<file path="config.mk">
export PLATFORM = sky130hd
export DESIGN_NAME = led_pattern_seq
export DESIGN_NICKNAME = d
export VERILOG_FILES = /design/src/rtl/led_seq_pkg.sv /design/src/rtl/btn_debounce.sv /design/src/rtl/led_pattern_seq.sv
export SDC_FILE = /design/constraint.sdc
export NUM_CORES = 1
export LEC_CHECK = 0
export ABC_CLOCK_PERIOD_IN_PS = 5100
export BUFFER_PORTS_ARGS = -buffer_cell sky130_fd_sc_hd__buf_2
export CAP_MARGIN = 0
export CORE_UTILIZATION = 45
export DETAILED_ROUTE_END_ITERATION = 7
export PLACE_DENSITY = 0.7
export SLEW_MARGIN = 15
export SYNTH_ARGS = -nofsm -noshare
export SYNTH_HDL_FRONTEND = slang
export SYNTH_SLANG_ARGS = --single-unit
</file>
<file path="constraint.sdc">
create_clock -name clk -period 5.1 [get_ports clk]
set_input_delay 0.765 -clock clk [delete_from_list [all_inputs] [get_ports clk]]
set_output_delay 0.765 -clock clk [all_outputs]
set_load 0.01 [all_outputs]
</file>
<file path="src/rtl/led_seq_pkg.sv">
`default_nettype none
// ============================================================================
//  Module   : led_seq_pkg
//  Brief    : Mode encoding and per-mode initial LED patterns for led_pattern_seq
//  Revision : 1.0  initial release
// ============================================================================
package led_seq_pkg;

    typedef enum logic [1:0] {
        COUNT  = 2'd0,
        SHIFT  = 2'd1,
        BOUNCE = 2'd2,
        BLINK  = 2'd3
    } mode_e;

    localparam logic [3:0] c_init_count  = 4'b0000;
    localparam logic [3:0] c_init_shift  = 4'b0001;
    localparam logic [3:0] c_init_bounce = 4'b0001;
    localparam logic [3:0] c_init_blink  = 4'b0000;

    function automatic logic [3:0] init_pattern(input mode_e m);
        logic [3:0] v;
        case (m)
            COUNT:   v = c_init_count;
            SHIFT:   v = c_init_shift;
            BOUNCE:  v = c_init_bounce;
            BLINK:   v = c_init_blink;
            default: v = c_init_count;
        endcase
        return v;
    endfunction

    function automatic mode_e next_mode(input mode_e m);
        mode_e n;
        case (m)
            COUNT:   n = SHIFT;
            SHIFT:   n = BOUNCE;
            BOUNCE:  n = BLINK;
            BLINK:   n = COUNT;
            default: n = COUNT;
        endcase
        return n;
    endfunction

endpackage
`default_nettype wire

</file>
<file path="src/rtl/btn_debounce.sv">
`default_nettype none
// ============================================================================
//  Module   : btn_debounce
//  Brief    : 2-flop synchronizer, counter debouncer and registered press pulse
//  Revision : 1.0  initial release
// ============================================================================
module btn_debounce #(
    parameter int DB_CYCLES = 270_000
) (
    input  logic clk,
    input  logic rst,
    input  logic btn_raw,
    output logic level,
    output logic press
);

    localparam int CW = (DB_CYCLES > 2) ? $clog2(DB_CYCLES) : 1;
    localparam logic [CW-1:0] c_cnt_last = CW'(DB_CYCLES - 1);

    logic          r_sync1;
    logic          r_sync2;
    logic          r_level;
    logic          r_level_d;
    logic          r_press;
    logic [CW-1:0] r_cnt;

    always_ff @(posedge clk) begin
        if (rst) begin
            r_sync1   <= 1'b0;
            r_sync2   <= 1'b0;
            r_level   <= 1'b0;
            r_level_d <= 1'b0;
            r_press   <= 1'b0;
            r_cnt     <= '0;
        end else begin
            r_sync1   <= btn_raw;
            r_sync2   <= r_sync1;
            r_level_d <= r_level;
            // Registered edge detect keeps press glitch-free for the mode FSM
            r_press   <= r_level & ~r_level_d;
            if (r_sync2 == r_level) begin
                r_cnt <= '0;
            end else if (r_cnt == c_cnt_last) begin
                r_cnt   <= '0;
                r_level <= ~r_level;
            end else begin
                r_cnt <= r_cnt + 1'b1;
            end
        end
    end

    assign level = r_level;
    assign press = r_press;

endmodule
`default_nettype wire

</file>
<file path="src/rtl/led_pattern_seq.sv">
`default_nettype none
// ============================================================================
//  Module   : led_pattern_seq
//  Brief    : Button-selected 4-LED pattern sequencer (count/shift/bounce/blink)
//  Revision : 1.0  initial release
// ============================================================================
module led_pattern_seq
    import led_seq_pkg::*;
#(
    parameter int STEP_CYCLES = 6_750_000,
    parameter int DB_CYCLES   = 270_000
) (
    input  logic       clk,
    input  logic       rst,
    input  logic       btn,
    output logic [3:0] pattern,
    output logic [1:0] mode,
    output logic       step
);

    localparam int PW = (STEP_CYCLES > 2) ? $clog2(STEP_CYCLES) : 1;
    localparam logic [PW-1:0] c_presc_last = PW'(STEP_CYCLES - 1);

    mode_e         r_mode;
    mode_e         w_mode_next;
    logic [3:0]    r_pattern;
    logic [3:0]    w_pattern_next;
    logic          r_dir_up;
    logic          w_dir_next;
    logic [PW-1:0] r_presc;
    logic [PW-1:0] w_presc_next;
    logic          w_step;
    logic          w_press;
    logic          w_unused_level;

    btn_debounce #(
        .DB_CYCLES (DB_CYCLES)
    ) u_btn_debounce (
        .clk     (clk),
        .rst     (rst),
        .btn_raw (btn),
        .level   (w_unused_level),
        .press   (w_press)
    );

    assign w_step = (r_presc == c_presc_last);

    always_ff @(posedge clk) begin
        if (rst) begin
            r_mode    <= COUNT;
            r_pattern <= 4'b0000;
            r_dir_up  <= 1'b1;
            r_presc   <= '0;
        end else begin
            r_mode    <= w_mode_next;
            r_pattern <= w_pattern_next;
            r_dir_up  <= w_dir_next;
            r_presc   <= w_presc_next;
        end
    end

    // A press overrides any coincident step: the new mode starts from its initial value
    always_comb begin
        w_mode_next    = r_mode;
        w_pattern_next = r_pattern;
        w_dir_next     = r_dir_up;
        w_presc_next   = w_step ? '0 : r_presc + 1'b1;
        if (w_press) begin
            w_mode_next    = next_mode(r_mode);
            w_pattern_next = init_pattern(w_mode_next);
            w_dir_next     = 1'b1;
            w_presc_next   = '0;
        end else if (w_step) begin
            case (r_mode)
                COUNT:  w_pattern_next = r_pattern + 4'd1;
                SHIFT:  w_pattern_next = {r_pattern[2:0], r_pattern[3]};
                BOUNCE: begin
                    if (r_dir_up) begin
                        if (r_pattern[3]) begin
                            w_dir_next     = 1'b0;
                            w_pattern_next = 4'b0100;
                        end else begin
                            w_pattern_next = r_pattern << 1;
                        end
                    end else begin
                        if (r_pattern[0]) begin
                            w_dir_next     = 1'b1;
                            w_pattern_next = 4'b0010;
                        end else begin
                            w_pattern_next = r_pattern >> 1;
                        end
                    end
                end
                BLINK:   w_pattern_next = ~r_pattern;
                default: w_pattern_next = r_pattern;
            endcase
        end
    end

    assign pattern = r_pattern;
    assign mode    = r_mode;
    assign step    = w_step;

endmodule
`default_nettype wire

</file>
---- After elaboration in Yosys (flattened, before gate mapping) ----
Cells that the tools add are included.
word-level totals
  bits in read-only memories .............. 0
  bits in registers ....................... 54
  RAM bits ................................ 0
  bits in latches ......................... 0
  memories kept ........................... 0
  word-level logic and storage cells ...... 49
  output and inout port bits .............. 7
operators by class
  shift-type cells ........................ 0
  divide/modulo/power cells ............... 0
  reductions and logical operators ........ 10
  equality and inequality tests ........... 9
  bitwise operators ....................... 5
  multiply operators ...................... 0
  add/sub/neg operators ................... 3
  $lt $le $gt $ge ......................... 0
  mux-type cells .......................... 12
operators by type and width
  kind                                                             count
  23-bit by 1-bit adder with 23-bit output, second input constant  1
  23-bit == test, second input constant                            1
  19-bit by 1-bit adder with 19-bit output, second input constant  1
  19-bit == test, second input constant                            1
  4-bit 2-to-1 mux                                                 4
  4-bit one-hot mux with 4 select lines                            1
  2-bit == test, second input constant                             4
  2-bit one-hot mux with 4 select lines                            1
  4-bit one-hot mux with 2 select lines                            1
  2-bit OR reduction                                               3
  3-bit OR reduction                                               2
  4-bit by 1-bit adder with 4-bit output, second input constant    1
  2-bit by 1-bit == test with 1-bit output, second input constant  2
  2-bit zero test                                                  2
  4-bit inverter                                                   1
  2-bit AND reduction                                              2
  1-bit 2-to-1 mux                                                 3
  3-bit 2-to-1 mux                                                 1
  1-bit inverter                                                   3
  2-bit 2-to-1 mux                                                 1
  2-bit nonzero test                                               1
  1-bit AND                                                        1
  1-bit == test                                                    1

---- Logic depth before layout (Yosys ltp) ----
Gate-level depths: netlist (run 1).
  depth after elaboration ................. 7
  depth in mapped cells ................... 8
  depth with buffers taken out ............ 7

---- Hierarchy ----
Synthesis (run 1) repeated with hierarchy kept, for this count alone.
second synthesis, totals
  cell total of the unflattened synthesis .. 300
  area total of the unflattened synthesis .. 2672.6 um2
modules (own cells, without submodules)
  module           times used  cells an instance  area an instance (um2)
  led_pattern_seq  1           187                1629.1
  btn_debounce     1           113                1043.5

---- Worst setup path after synthesis (run 1) ----
Ideal clock, no wire load.
  path type ............................... register to output
  start ................................... reg r_presc[0]
  end ..................................... out step
  slack ................................... 2938 ps
  stages on the path, launching flop included .. 6
  required time ........................... 4335 ps
  arrival time ............................ 1397 ps
  path buffers ............................ 1
  cell sequence ........................... dfxtp_1 ha_1 nand4_1 or4_1 nor3_2 buf_6
on the way
  word-level cells in the longest chain between the ends .. 1
RTL lines
  what                    RTL line               text
  from (decl)             led_pattern_seq.sv:30  logic [PW-1:0] r_presc;
  from (signal assigned)  led_pattern_seq.sv:58  r_presc <= w_presc_next;
  23-bit == test          led_pattern_seq.sv:46  assign w_step = (r_presc == c_presc_last);
  to (decl)               led_pattern_seq.sv:18  output logic step
Every way passes these cells.

---- Worst setup path in the final report (run 1) ----
Ends and elaborated chain as after synthesis.

==> summary.txt, run 1 <==
Run status
  • Status: finished, final reports clean

Flow run
  • Max-cap violations: 0

GRT
  • Largest net degree at the start of global routing: 24
  • Total track usage: 15.6%
  • Antenna violations before repair: 0
  • Vias in the first global route: 1758
  • Gr ovfl total: 0
  • Global-route wire length before repair: 7510 um

Floorplan
  • Row count: 26
  • Die W: 76.5 um
  • Die height: 76.5 um
  • Initial core utilization: 47.6%
  • Total I/O pin count: 10
  • Core area: 5240 um^2
  • Die area: 5850 um^2

Place
  • Placed Cells incl. Taps: 359
  • Post-DP Area: 2580 um^2
  • IO buf count: 9
  • GP Congestion: 0.762
  • Post-DP HPWL: 2870 um

Worst setup path
  • Crit end category: output pin
  • CP startpoint kind: flop
  • Arr. time, crit path: 2.33 ns
  • Critical path required time: 4.34 ns
  • Max FO, Critical Path: 11
  • Critical path class: reg2out
  • Worst Setup SP: r_presc[0]
  • R2R Path Start: r_presc[0]

Timing
  • Fmax achieved: 323 MHz
  • Setup TNS: 0 ns
  • RSZ-0062 raised after global routing: no
  • Max Slew Vio Count: 0
  • Setup violators final: 0
  • Fin crit period: 3.10 ns
  • Normalized max-slew margin: 43.7%
  • Clock skew: 0.00624 ns
  • Final Cycle Share: 60.8%
  • Worst slew pin tran: 0.838 ns
  • Fin. Hold Viols: 0

Detailed routing
  • # DRC: 0
  • Vias per Instance: 5.05
  • Number of routed nets with antenna violations: 0
  • Total number of vias: 1852
  • Router iterations before antenna repair: 4
  • DRT Wirelength: 4160 um
  • Iter 0 DRT Violations: 68
  • Routed WL per cell: 11.3 um

Logic synthesis
  • Seq/Total Area, Yosys: 43.3%
  • Warnings from Yosys: 0
  • Synthesized instance count: 288
  • Syn_nets: 299
  • Mapped Area: 2490 um^2
  • Avg Inst Size Synth: 8.66 um^2
  • Async S/R FF share, synth: 0%
  • Post-synth EDFFs: 0
  • Distinct cells, synth: 42
  • FF+latch count, synth: 54
  • Ys flop type: dfxtp_1

Clocking
  • TritonCTS clock tree: yes
  • CTS Buffer Depth: 2
  • Post-CTS sizing: 0
  • CTS clock-pin slew for the worst setup and hold paths: 0.10 ns
  • # hold bufs at CTS: 0
  • Post-CTS Setup Repair Bufs: 0
  • CTS buffer count: 5
  • CTS root buffer: clkbuf_8
  • Clk sink count: 54
  • Htree depth: 2
  • Worst skew pair latency: 0.30 ns

Cells and area
  • Final instance area: 2690 um^2
  • Nets: 307
  • Multi-input combinational cell area: 1330 um^2
  • Most common cell after layout, fill and taps aside: nor2_1
  • Final cell count without fillers: 367
  • Share of cells above drive strength 1: 7.74%
  • Register area: 1080 um^2
  • Area grow syn2layout: 7.97%
  • Commonest cells after routing, fill and taps aside: nor2_1, dfxtp_1, xor2_1
  • Layout fillers: 529
  • ANT cells: 0

Power
  • LEAKAGE: 0.926 nW
  • Switching Power: 0.000146 W
  • VDD IR max: 0.000152 V
  • Sw frac: 20.3%
  • Pwr dens: 268 nW/um^2
  • Pint: 0.000575 W
  • Reg power frac: 59.2%
  • Total power: 0.000721 W
  • Combinational share of power: 1.7%
  • Clock group share of total power: 39.1%

Hold path
  • Hold path startpoint: u_btn_debounce.r_level_d
  • Tightest Hold Check Type: reg2reg
cells in the mapped netlist, types with 3 or more instances:
master,number,share of area [%]
nor4_1,7,1.8
and3_1,4,1.0
nand4_1,11,2.8
nand2_1,15,2.3
xor2_1,25,8.8
nand2b_1,3,0.75
xnor2_1,15,5.3
inv_1,9,1.4
nor3_1,5,1.0
clkbuf_1,3,0.45
ha_1,8,4.0
nor2_1,62,9.3
nand3_1,24,4.8
dfxtp_1,54,43
nor2b_1,5,1.3
mux2i_1,4,1.6
power groups by stage:
stage | Combinational (W) | Clock (W) | Sequential [W]
after detailed placement | 0.0000127 | 0 | 0.000437
after global routing | 0.0000147 | 0.000304 | 0.000428
after CTS | 0.0000128 | 0.000294 | 0.000427
after global placement | 0.0000124 | 0 | 0.000437
final | 0.0000123 | 0.000282 | 0.000427
after floorplan | 0.0000108 | 0 | 0.000436
path summary, 6_finish.rpt:
| path | end | slack [ns] | cells past startpoint |
|---|---|---|---|
| setup reg to reg | r_presc[3] | 2.56 | 6 |
| hold / removal | u_btn_debounce.press | 0.40 | 1 |
| setup / recovery | step | 2.00 | 5 |
| hold reg to reg | u_btn_debounce.press | 0.40 | 1 |
routing by layer:
metal | part of all wire (%) | vias to the layer above | track usage, %
met5 | 0 | - | 0
met3 | 1.9 | 5 | 3.23
met1 | 52 | 846 | 19.5
met4 | 1.3 | 0 | 5.19
met2 | 45 | 12 | 26.8
li1 | - | 989 | -
layout make-up:
type,count,area share [%]
sequential,54,40.1
clock inverter,3,1.67
clock buffer,5,2.55
tap,70,3.25
inverter,9,1.25
timing repair buffer,9,1.67
multi-input combinational,217,49.5
logic make-up (layout without fill, tap and decap cells):
logic type | after synthesis | count (layout) | synth area share, %
and+or+nand+nor | 146 | 146 | 28.0
DFF | 54 | 54 | 43.3
xor gates and xnor gates | 40 | 40 | 14.0
AOI/OAI and AO/OA | 19 | 19 | 5.77
buffers and inverters | 17 | 26 | 3.26
adders and majority gates | 8 | 8 | 4.01
muxes | 4 | 4 | 1.60
state kept, by name (all words and copies together) (netlist names):
signal	cells
r_presc	23
u_btn_debounce.r_cnt	19
pattern	4
mode	2
r_dir_up	1
u_btn_debounce.level	1
u_btn_debounce.press	1
u_btn_debounce.r_level_d	1
u_btn_debounce.r_sync1	1
u_btn_debounce.r_sync2	1
metrics by stage:
| stage | hold slack, ns | util (%) | worst slack, ns |
|---|---|---|---|
| CTS | 0.409 | 51.4 | 2.00 |
| floorplan | 0.367 | - | 2.94 |
| global route | 0.421 | 51.4 | 1.84 |
| detailed placement | 0.394 | 49.3 | 2.34 |
| global placement | 0.372 | 49.3 | 2.42 |
| finish | 0.401 | 51.4 | 2.00 |
worst max-delay path, cell delays in order (launching register included):
cell	delay (ns)
dfxtp_1	0.39
ha_1	0.25
nand4_1	0.09
or4_1	0.43
nor3_2	0.63
buf_2	0.25
(Power assumes the default switching activity.)
==> inputs of run 2 (changes only) <==
--- a/config.mk
+++ b/config.mk
@@ -5,12 +5,13 @@
 export SDC_FILE = /design/constraint.sdc
 export NUM_CORES = 1
 export LEC_CHECK = 0
-export ABC_CLOCK_PERIOD_IN_PS = 5100
+export ABC_AREA = 1
+export ABC_CLOCK_PERIOD_IN_PS = 2550
 export BUFFER_PORTS_ARGS = -buffer_cell sky130_fd_sc_hd__buf_2
 export CAP_MARGIN = 0
 export CORE_UTILIZATION = 45
 export DETAILED_ROUTE_END_ITERATION = 7
-export PLACE_DENSITY = 0.7
+export PLACE_DENSITY = 0.72
 export SLEW_MARGIN = 15
 export SYNTH_ARGS = -nofsm -noshare
 export SYNTH_HDL_FRONTEND = slang
==> constraint.sdc (replaced) <==
create_clock -name clk -period 2.55 [get_ports clk]
set_input_delay 0.3825 -clock clk [delete_from_list [all_inputs] [get_ports clk]]
set_output_delay 0.3825 -clock clk [all_outputs]
set_load 0.01 [all_outputs]
==> summary.txt, run 2 <==
Timing
  • Normalized max-slew margin: 75.2% (+32 points)
  • Fin crit period: 2.14 ns
  • Post-route setup slack: 0.412 ns (-1.59 ns)
  • Setup TNS: 0 ns (unchanged)
  • Final Cycle Share: 83.9%
  • Fin. Hold Viols: 0 (unchanged)
  • Max Slew Vio Count: 0 (unchanged)
  • Setup violators final: 0 (unchanged)
  • Fmax achieved: 468 MHz
  • Clock skew: 0.0190 ns (+0.0128 ns)
  • RSZ-0062 raised after global routing: no
  • Worst slew pin tran: 0.371 ns (-0.467 ns)

Logic synthesis
  • Area leader, netlist: dfxtp_1
  • FF+latch count, synth: 54 (unchanged)
  • Mapped Area: 2900 um^2 (+16%)
  • Post-synth EDFFs: 0 (unchanged)
  • Avg Inst Size Synth: 6.58 um^2 (-24%)
  • Seq/Total Area, Yosys: 37.3% (-6.1 points)
  • Synthesized instance count: 441 (+53%)
  • Warnings from Yosys: 0 (unchanged)
  • Post-synth top cells: nand2_1, nor2_1, dfxtp_1
  • Distinct cells, synth: 21 (-50%)
  • Most common cell in the synthesized netlist: nand2_1
  • Synth top area cells: dfxtp_1, nand2_1, nor2_1
  • Ys flop type: dfxtp_1
  • Post-synth top area share: 37.3% (-6.1 points)
  • Syn_nets: 452 (+51%)
  • Async S/R FF share, synth: 0% (unchanged)

GRT
  • Vias in the first global route: 2342 (+33%)
  • Global-route wire length before repair: 9600 um (+28%)
  • Antenna violations before repair: 0 (unchanged)
  • Total track usage: 18.2% (+2.6 points)
  • Largest net degree at the start of global routing: 24 (unchanged)
  • Gr ovfl total: 0 (unchanged)

Place
  • DP Worst Slack: 0.723 ns (-1.62 ns)
  • Post-DP HPWL: 4260 um (+49%)
  • IO buf count: 9 (unchanged)
  • GP Congestion: 0.914 (+20%)

Floorplan
  • Row count: 28 (+7.7%)
  • Die height: 82.3 um (+7.6%)
  • Initial core utilization: 47.9% (+0.22 points)
  • Total I/O pin count: 10 (unchanged)
  • Core area: 6060 um^2 (+16%)
  • Die W: 82.3 um (+7.6%)
  • Die area: 6770 um^2 (+16%)

Clocking
  • Post-CTS sizing: 0 (unchanged)
  • Htree depth: 2 (unchanged)
  • # hold bufs at CTS: 0 (unchanged)
  • Worst skew pair latency: 0.31 ns (about the same)
  • Clk sink count: 54 (unchanged)
  • CTS clock-pin slew for the worst setup and hold paths: 0.10 ns (about the same)
  • CTS root buffer: clkbuf_8
  • CTS Buffer Depth: 2 (unchanged)
  • CTS buffer count: 5 (unchanged)
  • Post-CTS Setup Repair Bufs: 0 (unchanged)
  • TritonCTS clock tree: yes

Hold path
  • Tightest Hold Check Type: in2reg
  • Hold path startpoint: btn

Worst setup path
  • Critical path required time: 2.17 ns (-2.17 ns)
  • CP startpoint kind: flop
  • Crit end category: output pin
  • Arr. time, crit path: 1.76 ns (-0.57 ns)
  • Critical path class: reg2out
  • Crit path cell chain: ha_1 > nand3_1 > nor2_1 > nand3_1 > nor2_1 > buf_2
  • Highest cell delay on the worst timing path: 0.41 ns (-0.22 ns)
  • R2R Path Start: r_presc[0]
  • Worst Setup SP: r_presc[0]
  • Crit path max-delay cell type: dfxtp_1
  • Max FO, Critical Path: 5 (-6)

Flow run
  • Max-cap violations: 0 (unchanged)

Cells and area
  • Max reg flops: 23 (unchanged)
  • Largest Register: r_presc
  • Fin util: 51.4% (about the same)
  • Share of cells above drive strength 1: 6.59% (-1.2 points)
  • Commonest cells after routing, fill and taps aside: nand2_1, nor2_1, dfxtp_1
  • Nets: 465 (+51%)
  • Most common cell after layout, fill and taps aside: nand2_1
  • Area grow syn2layout: 7.38%
  • ANT cells: 0 (unchanged)

Power
  • LEAKAGE: 1.08 nW (+16%)
  • Pwr dens: 466 nW/um^2 (+74%)
  • VDD IR max: 0.000223 V (+47%)

Run status
  • Status: finished, final reports clean

Detailed routing
  • DRT Wirelength: 5670 um (+36%)
  • # DRC: 0 (unchanged)
  • Total number of vias: 2615 (+41%)
  • Router iterations before antenna repair: 4 (unchanged)
  • Number of routed nets with antenna violations: 0 (unchanged)
  • Routed WL per cell: 10.7 um (-5.6%)
  • Vias per Instance: 4.93 (-2.2%)
  • Iter 0 DRT Violations: 109 (+60%)
-- run 2: cell types whose count changed after synthesis, sizes merged, moves of 5 or more --
cell,delta
nand2,+111
inv,+38
nor2,+38
a21oi,+26
xor2,-15
o21ai,+9
nor4,-7
nand3,+6
nand4,-5
nor2b,-5
xnor2,-5
-- run 2: final cells by class --
type                    count  area (um^2)
repair buffers              9         45.0
flip-flops and latches     54         1080
inverters                  47          176
well taps                  75         93.8
fillers                   612         2950
clock buffers               5         68.8
clock inverters             3         40.0
multi-input cells         337         1610
-- run 2: final timing paths --
| check | cells past startpoint | to | slack, ns |
|---|---|---|---|
| setup / recovery | 6 | step | 0.41 |
| hold / removal | 3 | u_btn_debounce.r_sync1 | 0.28 |
| setup reg to reg | 8 | r_presc[10] | 0.87 |
| hold reg to reg | 1 | u_btn_debounce.press | 0.41 |
-- run 2: worst max-delay path: cells and delay by family (launching register included) --
kind / cells / cell delay (ns)
fa+ha+maj: 1 / 0.27
flops: 1 / 0.41
simple gates: 4 / 0.57
buf+inv: 1 / 0.19
-- run 2: layer usage --
metal / GRT usage (%) / up-vias / wire length, um
li1: - / 1402 / -
met1: 22.6 / 1179 / 2850
met2: 32.2 / 32 / 2650
met3: 2.97 / 2 / 145
met4: 5.26 / 0 / 19
met5: 0 / - / 0
-- run 2: power breakdown --
| part | internal [W] | switching [W] | leakage, nW |
|---|---|---|---|
| sequential | 0.000849 | 0.00000646 | 0.436 |
| clock | 0.000290 | 0.000277 | 0.0579 |
| combinational | 0.00000909 | 0.0000196 | 0.585 |
| total | 0.00115 | 0.000303 | 1.08 |
-- run 2: kinds of logic (layout without fill, tap and decap cells) --
kind of cell / Yosys count / count (layout) / share of synthesized area [%]
compound gates: 41 / 41 / 7.08
xor+xnor: 20 / 20 / 6.04
fa+ha+maj: 8 / 8 / 3.45
buf+inv: 50 / 64 / 7.25
flops: 54 / 54 / 37.3
simple gates: 268 / 268 / 38.9
-- run 2: per-stage QoR --
| step | area, um^2 | total power (W) | std cells | hold WS, ns |
|---|---|---|---|---|
| 3_5_place_dp | 3010 | 0.000904 | 522 | 0.388 |
| 5_1_grt | 3110 | 0.00151 | 530 | 0.277 |
| 2_1_floorplan | 2900 | 0.000898 | 441 | 0.373 |
| 4_1_cts | 3110 | 0.00148 | 530 | 0.272 |
| 6_report | 3110 | 0.00145 | 530 | 0.281 |
| 3_3_place_gp | 3010 | 0.000902 | 522 | 0.377 |
==> inputs of run 3 (changes only) <==
--- a/config.mk
+++ b/config.mk
@@ -6,12 +6,12 @@
 export NUM_CORES = 1
 export LEC_CHECK = 0
 export ABC_AREA = 1
-export ABC_CLOCK_PERIOD_IN_PS = 2550
+export ABC_CLOCK_PERIOD_IN_PS = 2100
 export BUFFER_PORTS_ARGS = -buffer_cell sky130_fd_sc_hd__buf_2
 export CAP_MARGIN = 0
 export CORE_UTILIZATION = 45
 export DETAILED_ROUTE_END_ITERATION = 7
-export PLACE_DENSITY = 0.72
+export PLACE_DENSITY = 0.7
 export SLEW_MARGIN = 15
 export SYNTH_ARGS = -nofsm -noshare
 export SYNTH_HDL_FRONTEND = slang
==> constraint.sdc (replaced) <==
create_clock -name clk -period 2.1 [get_ports clk]
set_input_delay 0.315 -clock clk [delete_from_list [all_inputs] [get_ports clk]]
set_output_delay 0.315 -clock clk [all_outputs]
set_load 0.01 [all_outputs]
==> summary.txt, run 3 (synthesized netlist as in run 2, its figures left out) <==
Run status
  • Status: finished, final reports clean

Clocking
  • TritonCTS clock tree: yes
  • CTS Buffer Depth: 2 (unchanged)
  • CTS buffer count: 5 (unchanged)
  • Worst skew pair latency: 0.31 ns (about the same)
  • Post-CTS sizing: 0 (unchanged)
  • Clk sink count: 54 (unchanged)
  • Post-CTS Setup Repair Bufs: 0 (unchanged)
  • Htree depth: 2 (unchanged)
  • CTS root buffer: clkbuf_8
  • # hold bufs at CTS: 0 (unchanged)
  • CTS clock-pin slew for the worst setup and hold paths: 0.10 ns (about the same)

Timing
  • Normalized max-slew margin: 75.0% (-0.20 points)
  • Max Slew Vio Count: 0 (unchanged)
  • Fin crit period: 1.91 ns
  • Final Cycle Share: 91.1%
  • Setup violators final: 0 (unchanged)
  • Setup TNS: 0 ns (unchanged)
  • Min Hold Slack: 0.197 ns (-0.0837 ns)
  • Fmax achieved: 523 MHz
  • Fin. Hold Viols: 0 (unchanged)
  • Worst slew pin tran: 0.374 ns (+0.00293 ns)
  • Post-route setup slack: 0.187 ns (-0.225 ns)
  • Clock skew: 0.00950 ns (-0.00954 ns)
  • RSZ-0062 raised after global routing: no

Flow run
  • Max-cap violations: 0 (unchanged)

Detailed routing
  • Vias per Instance: 4.89 (-0.95%)
  • DRT Wirelength: 5740 um (+1.3%)
  • Routed WL per cell: 10.8 um (+0.96%)
  • Number of routed nets with antenna violations: 0 (unchanged)
  • Total number of vias: 2600 (-0.57%)
  • Router iterations before antenna repair: 4 (unchanged)
  • Iter 0 DRT Violations: 120 (+10%)
  • # DRC: 0 (unchanged)

Cells and area
  • Layout fillers: 626 (+2.3%)
  • Commonest cells after routing, fill and taps aside: nand2_1, nor2_1, dfxtp_1
  • Area grow syn2layout: 7.46% (about the same)
  • Largest Register: r_presc
  • Share of cells above drive strength 1: 7.22% (+0.63 points)
  • Nets: 467 (+0.43%)
  • ANT cells: 0 (unchanged)
  • Max reg flops: 23 (unchanged)
  • Most common cell after layout, fill and taps aside: nand2_1
  • Final cell count without fillers: 532 (+0.38%)
  • Final instance area: 3120 um^2 (about the same)
  • Multi-input combinational cell area: 1610 um^2 (+0.16%)
  • Register area: 1080 um^2 (unchanged)

Worst setup path
  • Crit path cell chain: ha_2 > nand3_1 > nor2_1 > nand3_1 > nor2_1 > buf_2
  • Highest cell delay on the worst timing path: 0.43 ns (+0.02 ns)
  • Critical path class: reg2out
  • Arr. time, crit path: 1.60 ns (-0.16 ns)
  • CP startpoint kind: flop
  • Max FO, Critical Path: 5 (unchanged)
  • Crit end category: output pin
  • Crit path max-delay cell type: dfxtp_1
  • Critical path required time: 1.78 ns (-0.39 ns)

Place
  • GP Congestion: 0.830 (-9.2%)
  • Placed Cells incl. Taps: 524 (+0.38%)
  • IO buf count: 9 (unchanged)
  • DP Worst Slack: 0.413 ns (-0.310 ns)
  • Post-DP Area: 3020 um^2 (+0.50%)
  • Post-DP HPWL: 4370 um (+2.4%)

GRT
  • Vias in the first global route: 2251 (-3.9%)
  • Total track usage: 18.7% (+0.45 points)
  • Global-route wire length before repair: 9730 um (+1.3%)
  • Largest net degree at the start of global routing: 24 (unchanged)
  • Gr ovfl total: 0 (unchanged)
  • Antenna violations before repair: 0 (unchanged)

Floorplan
  • Die area: 6770 um^2 (unchanged)
  • Initial core utilization: 47.9% (unchanged)
  • Row count: 28 (unchanged)
  • Total I/O pin count: 10 (unchanged)
  • Core area: 6060 um^2 (unchanged)
  • Die height: 82.3 um (unchanged)
  • Die W: 82.3 um (unchanged)

Power
  • Pwr dens: 536 nW/um^2 (+15%)
  • LEAKAGE: 1.07 nW (-0.47%)
  • VDD IR max: 0.000346 V (+55%)

Hold path
  • Tightest Hold Check Type: in2reg
[run 3: metrics by stage]
step                power [W]  util [%]
finish                0.00167      51.4
global placement      0.00110      49.8
floorplan             0.00109         -
detailed placement    0.00110      49.8
CTS                   0.00170      51.4
global route          0.00174      51.4
[run 3: where the power goes]
| group | internal (W) | switching (W) |
|---|---|---|
| Clock | 0.000241 | 0.000354 |
| Combinational | 0.0000129 | 0.0000234 |
| Sequential | 0.00103 | 0.00000822 |
[run 3: worst max-delay path: cells and delay by family (launching register included)]
| kind | cells | cell delay [ns] |
|---|---|---|
| flops | 1 | 0.43 |
| simple gates | 4 | 0.46 |
| buf+inv | 1 | 0.15 |
| fa+ha+maj | 1 | 0.26 |
[run 3: metal layers]
metal / up-vias / share of wire (%) / GRT usage [%]
met5: - / 0 / 0
met4: 0 / 0.44 / 7.19
met3: 2 / 3.6 / 3.52
met2: 40 / 48 / 32.5
met1: 1153 / 48 / 22.6
li1: 1405 / - / -
[run 3: layout make-up]
class	count	area share [%]
clock buffers	5	2.21
clock inverters	3	0.803
inverters	47	5.66
multi-input cells	337	51.7
flip-flops and latches	54	34.7
well taps	75	3.01
repair buffers	11	1.93
[run 3: path summary, 6_finish.rpt]
check,startpoint,end,slack [ns],depth (start not counted)
worst min register to register,u_btn_debounce.r_level_d,u_btn_debounce.press,0.40,1
worst min-delay path,btn,u_btn_debounce.r_sync1,0.20,3
worst max-delay path,r_presc[0],step,0.19,6
worst max register to register,u_btn_debounce.r_cnt[0],u_btn_debounce.r_cnt[10],0.41,6
